### src/rtl/uart_tx_feeder_pkg.sv
// ---------------------------------------------------------------------------
// uart_tx_feeder_pkg
//
// Shared definitions for the UART transmit feeder:
//   - 2-bit encodings of the launcher FSM states (IDLE / LAUNCH / WAIT)
//   - the enumerated state type built on those encodings
//   - a helper returning the FIFO depth for a given address width
// ---------------------------------------------------------------------------
package uart_tx_feeder_pkg;

    localparam logic [1:0] IDLE   = 2'd0;
    localparam logic [1:0] LAUNCH = 2'd1;
    localparam logic [1:0] WAIT   = 2'd2;

    typedef enum logic [1:0] {
        ST_IDLE   = IDLE,
        ST_LAUNCH = LAUNCH,
        ST_WAIT   = WAIT
    } feeder_state_e;

    // Number of FIFO entries addressed by an addr_w-bit pointer.
    function automatic int fifo_depth(input int addr_w);
        return 2 ** addr_w;
    endfunction

endpackage

### src/rtl/uart_tx_feeder_fifo.sv
// ---------------------------------------------------------------------------
// tx_fifo_regs
//
// Small circular FIFO built from registers, used by uart_tx_feeder to queue
// bytes ahead of the UART transmitter.
//
// Ports:
//   i_clk       system clock
//   i_reset     asynchronous active-high reset (clears pointers/count/tick)
//   wr_i        write strobe; accepted only when not full
//   wr_data_i   data to enqueue
//   rd_i        pop strobe; honoured only when not empty
//   rd_data_o   current head entry (valid whenever not empty)
//   full_o      FIFO holds 2**ADDR_W entries
//   empty_o     FIFO holds no entries
//   ovf_tick_o  registered one-cycle pulse after a write was rejected (full)
// ---------------------------------------------------------------------------
module tx_fifo_regs
    import uart_tx_feeder_pkg::*;
#(
    parameter int D_BIT  = 8,
    parameter int ADDR_W = 2
) (
    input  logic              i_clk,
    input  logic              i_reset,
    input  logic              wr_i,
    input  logic [D_BIT-1:0]  wr_data_i,
    input  logic              rd_i,
    output logic [D_BIT-1:0]  rd_data_o,
    output logic              full_o,
    output logic              empty_o,
    output logic              ovf_tick_o
);

    localparam int               DEPTH     = fifo_depth(ADDR_W);
    localparam logic [ADDR_W:0]  DEPTH_CNT = (ADDR_W + 1)'(DEPTH);
    localparam logic [ADDR_W:0]  CNT_ONE   = (ADDR_W + 1)'(1);
    localparam logic [ADDR_W-1:0] PTR_ONE  = ADDR_W'(1);

    logic [D_BIT-1:0]  mem_q [DEPTH];

    logic [ADDR_W-1:0] wr_ptr_q, wr_ptr_d;
    logic [ADDR_W-1:0] rd_ptr_q, rd_ptr_d;
    logic [ADDR_W:0]   count_q,  count_d;
    logic              ovf_tick_q, ovf_tick_d;

    logic              wr_accept;
    logic              rd_accept;

    // Full/empty come straight from the count register, so a write that
    // coincides with a pop while full is still rejected.
    assign full_o     = (count_q == DEPTH_CNT);
    assign empty_o    = (count_q == '0);
    assign ovf_tick_o = ovf_tick_q;
    assign rd_data_o  = mem_q[rd_ptr_q];

    assign wr_accept  = wr_i && !full_o;
    assign rd_accept  = rd_i && !empty_o;

    always_comb begin
        wr_ptr_d   = wr_ptr_q;
        rd_ptr_d   = rd_ptr_q;
        count_d    = count_q;
        ovf_tick_d = wr_i && full_o;

        if (wr_accept) begin
            wr_ptr_d = wr_ptr_q + PTR_ONE;
        end
        if (rd_accept) begin
            rd_ptr_d = rd_ptr_q + PTR_ONE;
        end

        // Simultaneous accepted write and pop leaves the occupancy unchanged.
        case ({wr_accept, rd_accept})
            2'b10:   count_d = count_q + CNT_ONE;
            2'b01:   count_d = count_q - CNT_ONE;
            default: count_d = count_q;
        endcase
    end

    always_ff @(posedge i_clk or posedge i_reset) begin
        if (i_reset) begin
            wr_ptr_q   <= '0;
            rd_ptr_q   <= '0;
            count_q    <= '0;
            ovf_tick_q <= 1'b0;
        end else begin
            wr_ptr_q   <= wr_ptr_d;
            rd_ptr_q   <= rd_ptr_d;
            count_q    <= count_d;
            ovf_tick_q <= ovf_tick_d;
        end
    end

    // Storage is not reset: contents are meaningless until written, and the
    // count guards every read.
    always_ff @(posedge i_clk) begin
        if (wr_accept) begin
            mem_q[wr_ptr_q] <= wr_data_i;
        end
    end

endmodule

### src/rtl/uart_tx_feeder.sv
// ---------------------------------------------------------------------------
// uart_tx_feeder
//
// Buffer and launcher sitting in front of the UART transmitter. Producers
// write bytes with a strobe; they are queued in tx_fifo_regs and handed to
// the transmitter one at a time with a single-cycle start pulse. The next
// byte is only launched after the transmitter's done tick.
//
// Ports:
//   i_clk           system clock
//   i_reset         asynchronous active-high reset, shared with transmitter
//   i_wr            write strobe (one byte per cycle while high)
//   i_wr_data       byte to enqueue
//   o_full          queue full
//   o_empty         queue empty
//   o_ovf_tick      one-cycle pulse: a write was dropped because queue full
//   o_tx_start      to transmitter i_tx_start; one cycle per byte
//   o_tx_data       to transmitter i_data; registered at pop, held until next
//   i_tx_done_tick  from transmitter o_tx_done_tick
// ---------------------------------------------------------------------------
module uart_tx_feeder
    import uart_tx_feeder_pkg::*;
#(
    parameter int D_BIT  = 8,
    parameter int ADDR_W = 2
) (
    input  logic              i_clk,
    input  logic              i_reset,
    input  logic              i_wr,
    input  logic [D_BIT-1:0]  i_wr_data,
    output logic              o_full,
    output logic              o_empty,
    output logic              o_ovf_tick,
    output logic              o_tx_start,
    output logic [D_BIT-1:0]  o_tx_data,
    input  logic              i_tx_done_tick
);

    feeder_state_e     state_q, state_d;
    logic [D_BIT-1:0]  tx_data_q, tx_data_d;
    logic              pop;

    logic [D_BIT-1:0]  fifo_rd_data;
    logic              fifo_full;
    logic              fifo_empty;
    logic              fifo_ovf_tick;

    tx_fifo_regs #(
        .D_BIT  (D_BIT),
        .ADDR_W (ADDR_W)
    ) u_fifo (
        .i_clk      (i_clk),
        .i_reset    (i_reset),
        .wr_i       (i_wr),
        .wr_data_i  (i_wr_data),
        .rd_i       (pop),
        .rd_data_o  (fifo_rd_data),
        .full_o     (fifo_full),
        .empty_o    (fifo_empty),
        .ovf_tick_o (fifo_ovf_tick)
    );

    // Launcher: pop on IDLE->LAUNCH, pulse start for exactly the LAUNCH
    // cycle, then park in WAIT until the transmitter reports completion.
    // The done tick only matters in WAIT.
    always_comb begin
        state_d   = state_q;
        tx_data_d = tx_data_q;
        pop       = 1'b0;

        case (state_q)
            ST_IDLE: begin
                if (!fifo_empty) begin
                    pop       = 1'b1;
                    tx_data_d = fifo_rd_data;
                    state_d   = ST_LAUNCH;
                end
            end
            ST_LAUNCH: begin
                state_d = ST_WAIT;
            end
            ST_WAIT: begin
                if (i_tx_done_tick) begin
                    state_d = ST_IDLE;
                end
            end
            default: begin
                state_d = ST_IDLE;
            end
        endcase
    end

    always_ff @(posedge i_clk or posedge i_reset) begin
        if (i_reset) begin
            state_q   <= ST_IDLE;
            tx_data_q <= '0;
        end else begin
            state_q   <= state_d;
            tx_data_q <= tx_data_d;
        end
    end

    // All outputs are decoded from registers only.
    assign o_tx_start = (state_q == ST_LAUNCH);
    assign o_tx_data  = tx_data_q;
    assign o_full     = fifo_full;
    assign o_empty    = fifo_empty;
    assign o_ovf_tick = fifo_ovf_tick;

endmodule
### config.mk
export PLATFORM = sky130hd
export DESIGN_NAME = uart_tx_feeder
export DESIGN_NICKNAME = d
export VERILOG_FILES = /design/src/rtl/uart_tx_feeder_pkg.sv /design/src/rtl/uart_tx_feeder_fifo.sv /design/src/rtl/uart_tx_feeder.sv
export SDC_FILE = /design/constraint.sdc
export NUM_CORES = 1
export LEC_CHECK = 0
export CORE_MARGIN = 10
export CORE_UTILIZATION = 58
export CTS_CLUSTER_DIAMETER = 30
export CTS_CLUSTER_SIZE = 14
export DETAILED_ROUTE_END_ITERATION = 10
export PLACE_DENSITY_LB_ADDON = 0.08
export SKIP_CTS_REPAIR_TIMING = 1
export SLEW_MARGIN = 15
export SYNTH_ARGS = -nofsm -noshare
export SYNTH_HDL_FRONTEND = slang
export SYNTH_SLANG_ARGS = --single-unit
### constraint.sdc
create_clock -name i_clk -period 3.25 [get_ports i_clk]
set_input_delay 0.975 -clock i_clk [delete_from_list [all_inputs] [get_ports i_clk]]
set_output_delay 0.975 -clock i_clk [all_outputs]
set_load 0.01 [all_outputs]
==> results.md <==
* Status: completed
* Post-synthesis cell area at 1998 um^2
* Setup violators final at 0
* Wire per inst at 18.04 um
* Seq cells post-synth at 50
* Minimum clock period after layout at 2.753 ns
* Number of buffers added on ports at 23
* Sequential cell area at 1411 um^2
* Gr usage total at 11.06%
* RSZ-0062 raised after global routing: no
* Seq/Total Area, Yosys at approximately 70%
* Net count of the mapped netlist at 122
* First-pass detailed-route iteration total at 4
* Fin. max-slew vios at 0
* Peak supply drop at 0.4409 mV
* Placement Cell Area at 2275 um^2
* Drc violations at 0
* Largest family of logic cells by synthesized area: multiplexers
* CP endpoint kind: output port
* Wire length of the first global-routing pass at 5.264 mm
* Multi-input combinational cell area at roughly 540 um^2
* Fmax at 0.3633 GHz
* WP buf/inv at 1
* Reg2reg end: u_fifo.count_q[2]
* Synthesized instance count at 104
* Worst r2r path cells at 8
* CTS tree: yes
* Hold Violations, Final at 0
* Setup slack, reg-to-reg at 0.97 ns
* Clock tree buffer depth at 2
* Num ports at 24
* Crit share post-route at 84.70%
* Die Ht at between 70 and 80 um
* Final ANT Viol Nets at 0
* Adder-Cell Fraction of Synth Area at 4.133%
* Crit Path Max Fanout at 4
* Util after Layout at 71.50%
* Critical Path RT at roughly 2.3 ns
* Worst hold endpoint: o_tx_data[4]
* Crit path max-delay family: buffers and inverters
* Row cnt at 21
* Ant diodes at 0
* Core ar. at roughly 3300 um^2
* Fraction of the mapped netlist area in simple logic gates at 5.761%
* CP arrival at about 1.8 ns
* WL final at about 3.2 mm
* Mux share of post-synthesis cell area at 14.59%
* Max Cap Viol at 0
* Clock tree root driver cell: clkbuf_4
* Initial antenna violation count at 0
* GRT Residual Overflow at 0
* Sum Neg Setup Slack at 0 ns
* CP Launch Type: flip-flop
* DP HPWL at roughly 2.2 mm
* WHS Path Cells at 1
* Largest net degree at the start of global routing at 19
* Lkg Pwr at ~0.89 nW
* CP Cell Sequence: nor3_2 -> clkdlybuf4s50_1
* Die W at 78.70 um
* XOR/XNOR Fraction of Synth Area at 2.630%
* Final net count at 151
* Syn_area_per_cell at 19.21 um^2
* HP Start: o_tx_data[4]
* Layout cell share with drive strength beyond 1 at 21.64%
* Critical path class: reg -> out
* Worst Hold Class: reg -> reg
* Compound-Gate Fraction of Synth Area at 0%
* Pwr per Cell Area at 946.7 nW/um^2
* Vias at 960
* Max transition margin at 51.55%
* Fillcell total at 228
* Sink Count at 50
* Netlist cell types at 23
* Initial DRC count at 99
* Vias in the first global route at 1037
* Tightest Pin Transition at 0.7260 ns
* Setup ws final at 0.4973 ns
* Initial Util at 59.88%
* Gp weighted congestion at 0.7208
* Dpl ws at 0.5434 ns
* Synth-to-layout area growth at 19.41%
* Die area at ~6200 um^2
* Post-route cell area at 2386 um^2
* Yosys warns at 0
* CP peak stage delay at ~0.61 ns
* H-tree lvl count at 2
* Worst Skew at 0.009488 ns
* Max stage delay cell, worst path: clkdlybuf4s50_1
* Clk Latency, worst-skew pair at about 0.35 ns
* Vias/cell at 5.333
* Worst-path clk slew at 0.13 ns
* CTS buffer count at 5
* Critical R2R Launch: u_fifo.count_q[0]
[cell families (layout without fill, tap and decap cells)]
family / Yosys count / in the layout
xor+xnor: 6 / 6
fa+ha+maj: 6 / 6
buf+inv: 9 / 39
flops: 50 / 50
mux: 18 / 18
simple gates: 15 / 15
[how the worst max path moves through the flow]
stage / slack, ns / cells past startpoint / startpoint / to
finish: 0.50 / 2 / u_fifo.count_q[0] / o_empty
global route: 0.39 / 2 / u_fifo.count_q[0] / o_empty
CTS: 0.46 / 2 / u_fifo.count_q[0] / o_empty
detailed placement: 0.54 / 9 / i_wr / u_fifo.count_q[2]
global placement: 0.63 / 9 / i_wr / u_fifo.count_q[2]
floorplan: 1.0 / 8 / i_wr / u_fifo.count_q[2]
[synth_stat cells]
master,number,share of area (%)
edfxtp_1,32,48
dfrtp_1,18,23
mux2_2,8,4.5
mux4_2,8,9.0
inv_1,7,1.3
and2_1,5,1.6
ha_1,5,3.1
xnor2_1,3,1.3
xor2_1,3,1.3
nor2b_1,2,0.63
buf_4,1,0.38
buf_6,1,0.56
fa_1,1,1.0
mux2_1,1,0.56
mux2i_1,1,0.50
nor2_1,1,0.19
nor3_1,1,0.25
nor3_2,1,0.50
nor3_4,1,0.81
nor3b_1,1,0.38
nor3b_2,1,0.63
or2_2,1,0.31
or4b_1,1,0.50
[state kept, by name, summed over array words and instances (netlist names)]
name,cells
u_fifo.wr_ptr_q,2
u_fifo.mem_q,32
u_fifo.count_q,3
u_fifo.ovf_tick_o,1
o_tx_data,8
u_fifo.rd_ptr_q,2
state_q,2
[where the power goes]
group	leakage (nW)	total (W)	internal, W	switching, W
Sequential	0.507	0.00104	0.000885	0.000160
Combinational	0.326	0.000770	0.000455	0.000315
Clock	0.0585	0.000444	0.000261	0.000183
Total	0.891	0.00226	0.00160	0.000658
[stage by stage]
step                      cells  hold WS, ns  power, W
after global routing        180       0.5414  0.002398
after detailed placement    172       0.4949  0.001850
final                       180       0.5222  0.002259
after floorplan             104       0.4730  0.001566
after global placement      172       0.4894  0.001804
after CTS                   180       0.5254  0.002297
[cells in the final DEF (no fill, tap or decap)]
master	instances
mux4_2	8
clkdlybuf4s50_1	23
or2_2	1
and2_1	5
mux2i_1	1
buf_4	1
inv_1	7
or4b_1	1
dfrtp_1	18
nor3_4	1
fa_1	1
nor2_1	1
nor3_1	1
mux2_1	1
xnor2_1	3
clkbuf_4	5
bufinv_16	2
mux2_2	8
nor3_2	1
nor2b_1	2
clkbuf_8	1
edfxtp_1	32
xor2_1	3
nor3b_2	1
nor3b_1	1
ha_1	5
[cell type report]
class / count / share of cell area (%)
Sequential cell: 50 / 59.15
Clock buffer: 6 / 2.150
Clock inverter: 2 / 2.517
Timing Repair Buffer: 24 / 9.963
Tap cell: 46 / 2.412
Multi-Input combinational cell: 45 / 22.71
Inverter: 7 / 1.101
[routing by layer]
| layer | share of wire (%) | track usage, % |
|---|---|---|
| met1 | 43 | 13.32 |
| met2 | 52 | 18.34 |
| met3 | 4.8 | 3.604 |
| met4 | 0.43 | 3.763 |
| met5 | 0 | 0 |
Power figures use the tool's default switching activity.
